==> src/rtl/rv32i_dbg_port.sv <==
// rv32i_dbg_port
// Debug responder for the RV32I pipeline. An external host sends commands
// on a valid/ready channel. The block halts the core, then performs a
// byte-serial access on data or instruction memory, a single register-file
// access, or a PC read. It returns exactly one response per command.
//
// Ports
//   clock, reset_n                 single clock, synchronous active-low reset
//   cmd_valid/cmd_ready            command handshake
//   cmd_op/addr/size/data          command fields
//   rsp_valid/rsp_ready            response handshake
//   rsp_data/rsp_err               read result (zero-extended) and error flag
//   halt_req/halt_ack              core stall request and acknowledge
//   dmem_*/imem_*                  byte-wide memory ports, synchronous read
//   rf_*                           register-file port, combinational read
//   pc                             core fetch PC
//
// Build option
//   DBG_BOUNDS_CHECK_EN  when defined, rejects memory accesses that run past
//                        the top of memory or carry non-zero upper address
//                        bits, and register accesses with index bits above [4:0].
module rv32i_dbg_port #(
  parameter int XLEN       = 32,
  parameter int ADDR_WIDTH = 16
) (
  input  logic                  clock,
  input  logic                  reset_n,
  input  logic                  cmd_valid,
  output logic                  cmd_ready,
  input  logic [2:0]            cmd_op,
  input  logic [XLEN-1:0]       cmd_addr,
  input  logic [1:0]            cmd_size,
  input  logic [XLEN-1:0]       cmd_data,
  output logic                  rsp_valid,
  input  logic                  rsp_ready,
  output logic [XLEN-1:0]       rsp_data,
  output logic                  rsp_err,
  output logic                  halt_req,
  input  logic                  halt_ack,
  output logic [ADDR_WIDTH-1:0] dmem_addr,
  output logic                  dmem_we,
  output logic [7:0]            dmem_wdata,
  input  logic [7:0]            dmem_rdata,
  output logic [ADDR_WIDTH-1:0] imem_addr,
  output logic                  imem_we,
  output logic [7:0]            imem_wdata,
  input  logic [7:0]            imem_rdata,
  output logic [4:0]            rf_addr,
  output logic                  rf_we,
  output logic [XLEN-1:0]       rf_wdata,
  input  logic [XLEN-1:0]       rf_rdata,
  input  logic [XLEN-1:0]       pc
);

  // state  | meaning
  // IDLE   | no command; waiting for cmd_valid
  // HALT   | halt requested; accept command once the core acknowledges
  // MEM    | byte-serial memory access, one byte per cycle
  // CAP    | capture the last read byte (memory read latency is one cycle)
  // REG    | single register-file read or write
  // RESP   | hold response until rsp_ready
  typedef enum logic [2:0] {
    S_IDLE, S_HALT, S_MEM, S_CAP, S_REG, S_RESP
  } state_t;

  localparam logic [2:0] OP_RD_PC = 3'd6;
  localparam logic [2:0] OP_ILL   = 3'd7;

  state_t                r_state;
  logic                  r_write;
  logic                  r_imem;
  logic [1:0]            r_last;
  logic [1:0]            r_cnt;
  logic [XLEN-1:0]       r_data;
  logic [ADDR_WIDTH-1:0] r_maddr;
  logic [7:0]            r_mwdata;
  logic                  r_mwe;
  logic [4:0]            r_rf_addr;
  logic                  r_rf_we;
  logic [XLEN-1:0]       r_rf_wdata;
  logic                  r_rsp_valid;
  logic [XLEN-1:0]       r_rsp_data;
  logic                  r_rsp_err;
  logic                  r_halt_req;

  logic [1:0] w_last;
  logic [1:0] w_prev_cnt;
  logic [1:0] w_next_cnt;
  logic       w_is_mem;
  logic       w_is_reg;
  logic       w_mem_oob;
  logic       w_reg_oob;
  logic       w_err;
  logic [7:0] w_rdata;
  logic       w_unused;

  always_comb begin
    case (cmd_size)
      2'd0:    w_last = 2'd0;
      2'd1:    w_last = 2'd1;
      default: w_last = 2'd3;
    endcase
  end

  assign w_is_mem = ~cmd_op[2];
  assign w_is_reg = (cmd_op == 3'd4) || (cmd_op == 3'd5);

`ifdef DBG_BOUNDS_CHECK_EN
  logic [ADDR_WIDTH:0] w_mem_end;
  // Carry out of the last byte address means the access runs off the top.
  assign w_mem_end = {1'b0, cmd_addr[ADDR_WIDTH-1:0]} + {{(ADDR_WIDTH-1){1'b0}}, w_last};
  assign w_mem_oob = (|cmd_addr[XLEN-1:ADDR_WIDTH]) | w_mem_end[ADDR_WIDTH];
  assign w_reg_oob = |cmd_addr[XLEN-1:5];
`else
  assign w_mem_oob = 1'b0;
  assign w_reg_oob = 1'b0;
`endif

  // Upper address bits are only consumed by the bounds check.
  assign w_unused = &{1'b0, cmd_addr[XLEN-1:ADDR_WIDTH]};

  assign w_err = (cmd_op == OP_ILL) | (cmd_size == 2'd3) |
                 (w_is_mem & w_mem_oob) | (w_is_reg & w_reg_oob);

  assign w_prev_cnt = r_cnt - 2'd1;
  assign w_next_cnt = r_cnt + 2'd1;
  assign w_rdata    = r_imem ? imem_rdata : dmem_rdata;

  always_ff @(posedge clock) begin
    if (!reset_n) begin
      r_state     <= S_IDLE;
      r_write     <= 1'b0;
      r_imem      <= 1'b0;
      r_last      <= 2'd0;
      r_cnt       <= 2'd0;
      r_data      <= '0;
      r_maddr     <= '0;
      r_mwdata    <= '0;
      r_mwe       <= 1'b0;
      r_rf_addr   <= '0;
      r_rf_we     <= 1'b0;
      r_rf_wdata  <= '0;
      r_rsp_valid <= 1'b0;
      r_rsp_data  <= '0;
      r_rsp_err   <= 1'b0;
      r_halt_req  <= 1'b0;
    end else begin
      case (r_state)
        S_IDLE: begin
          if (cmd_valid) begin
            r_halt_req <= 1'b1;
            r_state    <= S_HALT;
          end
        end

        S_HALT: begin
          if (cmd_valid && halt_ack) begin
            r_write    <= cmd_op[0];
            r_imem     <= cmd_op[1];
            r_last     <= w_last;
            r_cnt      <= 2'd0;
            r_data     <= cmd_data;
            r_rsp_data <= '0;
            r_rsp_err  <= 1'b0;
            if (w_err) begin
              r_rsp_err   <= 1'b1;
              r_rsp_valid <= 1'b1;
              r_state     <= S_RESP;
            end else if (cmd_op == OP_RD_PC) begin
              r_rsp_data  <= pc;
              r_rsp_valid <= 1'b1;
              r_state     <= S_RESP;
            end else if (cmd_op[2]) begin
              r_rf_addr  <= cmd_addr[4:0];
              // x0 is hardwired; a write to it is dropped silently.
              r_rf_we    <= cmd_op[0] & (|cmd_addr[4:0]);
              r_rf_wdata <= cmd_data;
              r_state    <= S_REG;
            end else begin
              r_maddr  <= cmd_addr[ADDR_WIDTH-1:0];
              r_mwe    <= cmd_op[0];
              r_mwdata <= cmd_data[7:0];
              r_state  <= S_MEM;
            end
          end
        end

        S_MEM: begin
          // Read data arrives one cycle after its address: byte i-1 now.
          if (!r_write && (r_cnt != 2'd0))
            r_rsp_data[{w_prev_cnt, 3'b000} +: 8] <= w_rdata;
          if (r_cnt == r_last) begin
            r_mwe <= 1'b0;
            if (r_write) begin
              r_rsp_valid <= 1'b1;
              r_state     <= S_RESP;
            end else begin
              r_state <= S_CAP;
            end
          end else begin
            r_cnt    <= w_next_cnt;
            r_maddr  <= r_maddr + ADDR_WIDTH'(1);
            r_mwdata <= r_data[{w_next_cnt, 3'b000} +: 8];
          end
        end

        S_CAP: begin
          r_rsp_data[{r_last, 3'b000} +: 8] <= w_rdata;
          r_rsp_valid <= 1'b1;
          r_state     <= S_RESP;
        end

        S_REG: begin
          r_rf_we <= 1'b0;
          if (!r_write)
            r_rsp_data <= rf_rdata;
          r_rsp_valid <= 1'b1;
          r_state     <= S_RESP;
        end

        S_RESP: begin
          if (rsp_ready) begin
            r_rsp_valid <= 1'b0;
            r_halt_req  <= 1'b0;
            r_state     <= S_IDLE;
          end
        end

        default: r_state <= S_IDLE;
      endcase
    end
  end

  assign cmd_ready  = (r_state == S_HALT) & halt_ack;
  assign rsp_valid  = r_rsp_valid;
  assign rsp_data   = r_rsp_data;
  assign rsp_err    = r_rsp_err;
  assign halt_req   = r_halt_req;
  assign dmem_addr  = r_maddr;
  assign dmem_we    = r_mwe & ~r_imem;
  assign dmem_wdata = r_mwdata;
  assign imem_addr  = r_maddr;
  assign imem_we    = r_mwe & r_imem;
  assign imem_wdata = r_mwdata;
  assign rf_addr    = r_rf_addr;
  assign rf_we      = r_rf_we;
  assign rf_wdata   = r_rf_wdata;

endmodule

==> config.mk <==
export PLATFORM = sky130hd
export DESIGN_NAME = rv32i_dbg_port
export DESIGN_NICKNAME = d
export VERILOG_FILES = /design/src/rtl/rv32i_dbg_port.sv
export SDC_FILE = /design/constraint.sdc
export NUM_CORES = 1
export LEC_CHECK = 0
export CAP_MARGIN = 20
export CORE_MARGIN = 4
export CORE_UTILIZATION = 38
export CTS_BUF_LIST = sky130_fd_sc_hd__clkbuf_4 sky130_fd_sc_hd__clkbuf_8
export DETAILED_ROUTE_END_ITERATION = 7
export PLACE_DENSITY = 0.7
export SYNTH_ARGS = -nofsm -noshare
export SYNTH_HDL_FRONTEND = slang
export SYNTH_SLANG_ARGS = --single-unit
==> constraint.sdc <==
create_clock -name clock -period 3.5 [get_ports clock]
set_clock_uncertainty 0.2 [all_clocks]
set_input_delay 0.875 -clock clock [delete_from_list [all_inputs] [get_ports clock]]
set_output_delay 0.875 -clock clock [all_outputs]
set_load 0.1 [all_outputs]
* Word-level counts from Yosys, hierarchy flattened
Index checks and enable logic that the tools add are counted.
Operators by class: add/subtract/negate cells 5, eq/ne operators 23, shift-type cells 5, muxes and demuxes 55, bitwise gates (word level) 8, reductions and logical operators 23
Operator list (count):
- 32-bit 2-to-1 mux | 5
- 32-bit one-hot mux with 4 select lines | 1
- 16-bit 2-to-1 mux | 5
- 32-bit bitwise mux | 2
- 8-bit by 7-bit variable shift with 32-bit output, first input constant | 2
- 8-bit by 7-bit indexed part select with 32-bit output | 2
- 8-bit 2-to-1 mux | 6
- 16-bit one-hot mux with 2 select lines | 1
- 32-bit by 6-bit indexed part select with 8-bit output | 1
- 3-bit 2-to-1 mux | 8
- 2-bit inequality test, second input constant | 12
- 6-bit AND reduction | 3
- 1-bit 2-to-1 mux | 17
- 16-bit by 1-bit adder with 16-bit output, second input constant | 1
- 8-bit one-hot mux with 2 select lines | 1
- 3-bit one-hot mux with 5 select lines | 1
- 5-bit negator with 7-bit output | 2
- 3-bit equality test, second input constant | 4
- 5-bit AND reduction | 2
- 2-bit one-hot mux with 2 select lines | 2
- 4-bit AND reduction | 2
- 2-bit nonzero test | 4
- 4-bit nonzero test | 2
- 3-bit by 2-bit equality test with 1-bit output, second input constant | 2
- other kinds (21) | 31
Word-level totals: bits in registers 139, input port bits 154, output and inout port bits 124, logic and storage cells 135

* Longest topological paths before layout
depth in word-level cells 7, mapped depth 11, mapped depth without buffers 7

* Least setup slack after synthesis
OpenSTA, ideal clock, no wires.
kind flip-flop to flip-flop, start point register r_cnt[0], end point register r_rsp_data[12], in the netlist rsp_data[12], setup time 134 ps, arrival time 2726 ps, data required time 3166 ps, path slack 440 ps, cell stages (with the launch flop) 12, buffers on the path 4, clock period less this slack 3060 ps, cell sequence dfxtp_1 -> clkbuf_1 -> clkbuf_1 -> inv_1 -> ha_1 -> clkbuf_1 -> or3b_2 -> a21oi_1 -> o21ai_1 -> clkbuf_1 -> o211ai_1 -> o221ai_2
On the way: longest elaborated chain between the ends 6, elaborated cells on any way between the ends 11, those cells by class 2 x add/sub; 1 x eq/ne; 2 x shift; 3 x mux; 3 x reduce/logical
Ends and longest elaborated chain:
- start: declaration | RTL line 73 | logic [1:0] r_cnt;
- start signal: assignment | RTL line 201 | r_cnt <= w_next_cnt;
- 2-bit by 1-bit subtractor with 2-bit output | RTL line 125 | assign w_prev_cnt = r_cnt - 2'd1;
- 5-bit negator with 7-bit output | RTL line 191 | r_rsp_data[{w_prev_cnt, 3'b000} +: 8] <= w_rdata;
- 8-bit by 7-bit indexed part select with 32-bit output / 8-bit by 7-bit variable shift with 32-bit output (equally long branches) | RTL line 191
- 32-bit bitwise mux | RTL line 191
- 32-bit 2-to-1 mux | RTL line 190 | if (!r_write && (r_cnt != 2'd0))
- 32-bit one-hot mux with 4 select lines | RTL line 148 | case (r_state)
- end signal: assignment | RTL line 170 | r_rsp_data <= pc;
- end signal: indexed assignment | RTL line 191
- end signal: indexed assignment | RTL line 208 | r_rsp_data[{r_last, 3'b000} +: 8] <= w_rdata;
- end: declaration | RTL line 82 | logic [XLEN-1:0] r_rsp_data;
Several ways; a longest one is shown, not always the timed one. The select of a mux whose other input is x is not followed. A chain may end at the register's enable or synchronous reset.

* Worst setup path after layout
start point register r_state[2], end point output port cmd_ready
On the way: longest elaborated chain between the ends 2
Ends and longest elaborated chain:
- start: declaration | RTL line 69 | state_t r_state;
- start signal: assignment | RTL line 131 | r_state <= S_IDLE;
- start signal: assignment | RTL line 152 | r_state <= S_HALT;
- start signal: assignment | RTL line 168 | r_state <= S_RESP;
- 3-bit by 1-bit equality test with 1-bit output | RTL line 234 | assign cmd_ready = (r_state == S_HALT) & halt_ack;
- 1-bit AND | RTL line 234
- end: declaration | RTL line 29 | output logic cmd_ready,
No other way between the ends.

==> results.json <==
{
  "arrival_ps": 1840,
  "antenna_found_initial": 0,
  "path_cells": "nor3b_2, and2_1, buf_12",
  "min_period_over_period": 0.833,
  "cts_tree": "built",
  "route.antenna.remaining_nets": 0,
  "dp.cells": 1441,
  "clockBufferDepth": 2,
  "slew_violations": 0,
  "synth_top_area_frac": 0.362,
  "core_um2": 19700,
  "grt_pass1_wl_um": 43000,
  "first_global_vias": 7789,
  "status": "finished clean",
  "synth-seq-area-share": 0.362,
  "criticalPathCategory": "reg -> out",
  "core.rowCount": 51,
  "synth-async-reset-ratio": 0,
  "slew_headroom": 0.456,
  "start_kind": "register",
  "final_cells": 1473,
  "yosys_warnings": 0,
  "synth_area_leaders": "dfxtp_1 36%, nand2_1 10%, a21oi_1 9.2%",
  "synthSimpleGateAreaFrac": 0.227,
  "synth_top_family_by_area": "compound AO/OA/AOI/OAI gates",
  "fin_total_pwr_w": 0.00463,
  "cpMaxStageDelayCell": "dfxtp_1",
  "fin_area_um2": 10500,
  "end_kind": "output port",
  "cp_max_fo": 20,
  "worst_pin_slew_ps": 816,
  "crit_required_ps": 2420,
  "syn_nets": 1148,
  "cts_buffers": 17,
  "syn_area_per_cell_um2": 7.81,
  "placed_area_um2": 10100,
  "area_growth_pct": 36.5,
  "portBuffers": 261,
  "num_vias": 8275,
  "start_util": 0.391,
  "ys_ff_latch": 139,
  "first_pass_iters": 8,
  "grt_setup_unrepaired": "false",
  "cts.sinks": 139,
  "grt_use_total": 0.240,
  "die_w_um": 150,
  "clk_pin_slew_ps": 90,
  "synth_fa_ha_area_frac": 0.0179,
  "htreeDepth": 4,
  "synth_edf_count": 0,
  "period_minus_slack_ps": 2920,
  "setup_viol": 0,
  "syn_inst": 983,
  "synth_flop_cell": "dfxtp_1",
  "ioPinCount": 278,
  "final_layout_size_suffix_gt1_frac": 0.187,
  "die_area_um2": 22500,
  "clock.fmax_mhz": 343,
  "synth-xor-area-share": 0.00456,
  "place.gp.congestion": 0.914,
  "hold_violations": 0,
  "ctsResizeCount": 0,
  "critPathMaxStageDelay_ps": 520,
  "synth_area_leader_cell": "dfxtp_1",
  "synthDistinctLibCells": 73,
  "synth.most_common_cell": "nand2_1",
  "synth_compound_area_frac": 0.269,
  "grt-ovfl-total": 0,
  "viasPerCell": 5.62,
  "max_cap_viol_count": 0,
  "drtIter0Drc": 629,
  "muxShareOfSynthArea": 0.0404,
  "power.density_nw_per_um2": 442,
  "postCtsSetupBuffers": 0,
  "drc": 0,
  "hp-class": "reg -> reg",
  "fillers": 1930,
  "setup_tns_ps": 0,
  "wire_per_inst_um": 18.8,
  "die_h_um": 150,
  "clk_latency_ps": 460,
  "netlist_area_um2": 7680,
  "netlist_top_cells_count": "208 x nand2_1, 141 x a21oi_1, 139 x dfxtp_1, 55 x clkbuf_1, 38 x nor2_1",
  "totalWireLength_um": 27700,
  "dp_hpwl_um": 20400,
  "postCtsHoldBufs": 0,
  "diodes": 0,
  "leakage_nw": 3.90,
  "grt_max_degree": 66,
  "peakVddDrop_uv": 301,
  "final_nets": 1360,
  "clock-root-buffer": "clkbuf_8"
}
cell type report:
cell class | count | area [um2] | area share
Inverter | 22 | 83.8 | 0.00800
Timing Repair Buffer | 295 | 2580 | 0.246
Clock buffer | 17 | 234 | 0.0223
Sequential cell | 139 | 2780 | 0.266
Multi-Input combinational cell | 720 | 4310 | 0.412
Tap cell | 265 | 332 | 0.0316
Clock inverter | 15 | 151 | 0.0144
cells by family after synthesis:
family / count (synthesis)
fa+ha+maj: 11
mux: 20
xor+xnor: 4
buf+inv: 124
compound gates: 320
simple gates: 365
flops: 139
through the flow:
step,util,hold WS [ps],setup WS [ps]
2_1_floorplan,-,233,440
3_3_place_gp,0.513,241,261
3_5_place_dp,0.513,247,260
4_1_cts,0.533,260,545
5_1_grt,0.533,277,450
6_report,0.533,259,584
flip-flops by register name, indices dropped and copies added, names as in the netlist:
name,cells
dmem_addr,16
rf_wdata,32
rf_addr,5
r_state,3
r_last,2
r_cnt,2
rsp_valid,1
r_imem,1
r_data,32
halt_req,1
dmem_wdata,8
r_mwe,1
r_write,1
rsp_err,1
rsp_data,32
rf_we,1
layout by cell type (no fill, tap or decap), types with 4 or more instances in the layout:
cell type,instances
nand2_1,208
buf_4,156
a21oi_1,141
dfxtp_1,139
clkdlybuf4s50_1,137
nor2_1,38
a221oi_1,37
o21ai_0,36
nand3_1,22
inv_1,21
and3_1,20
nor2b_1,19
o22ai_1,19
clkbuf_8,17
o32ai_1,11
ha_1,11
nand2b_1,10
a311oi_1,10
a22o_1,9
mux2_2,8
a31oi_1,8
mux4_2,8
o211ai_1,7
o31ai_1,5
o221ai_1,5
o2bb2ai_1,5
o21a_1,4
nand4b_1,4
mux2i_1,4
clkinv_4,4
inv_8,4
worst max-delay path: cells and delay by family, from the launching register on:
kind	cells	cell delay [ps]
buffers and inverters	1	180
DFF	1	520
and+or+nand+nor	2	670
report_power, final:
group / leakage (nW) / switching, W / internal, W / total [W]
clock: 0.194 / 0.000760 / 0.000529 / 0.00129
sequential: 1.13 / 0.0000991 / 0.00168 / 0.00177
combinational: 2.58 / 0.00110 / 0.000471 / 0.00157
total: 3.90 / 0.00196 / 0.00268 / 0.00463
path summary, 6_finish.rpt:
check / cells after the start / slack [ps] / from / end
min reg2reg: 2 / 260 / r_data[17] / r_data[17]
max reg2reg: 6 / 800 / r_cnt[0] / rsp_data[30]
min: 2 / 260 / r_data[17] / r_data[17]
max: 3 / 580 / r_state[2] / cmd_ready
layer usage:
| layer | GRT usage | wire [um] |
|---|---|---|
| met5 | 0 | 0 |
| met4 | 0.0636 | 397 |
| met3 | 0.0674 | 2500 |
| met2 | 0.394 | 13100 |
| met1 | 0.310 | 11700 |
(Power assumes the default switching activity.)
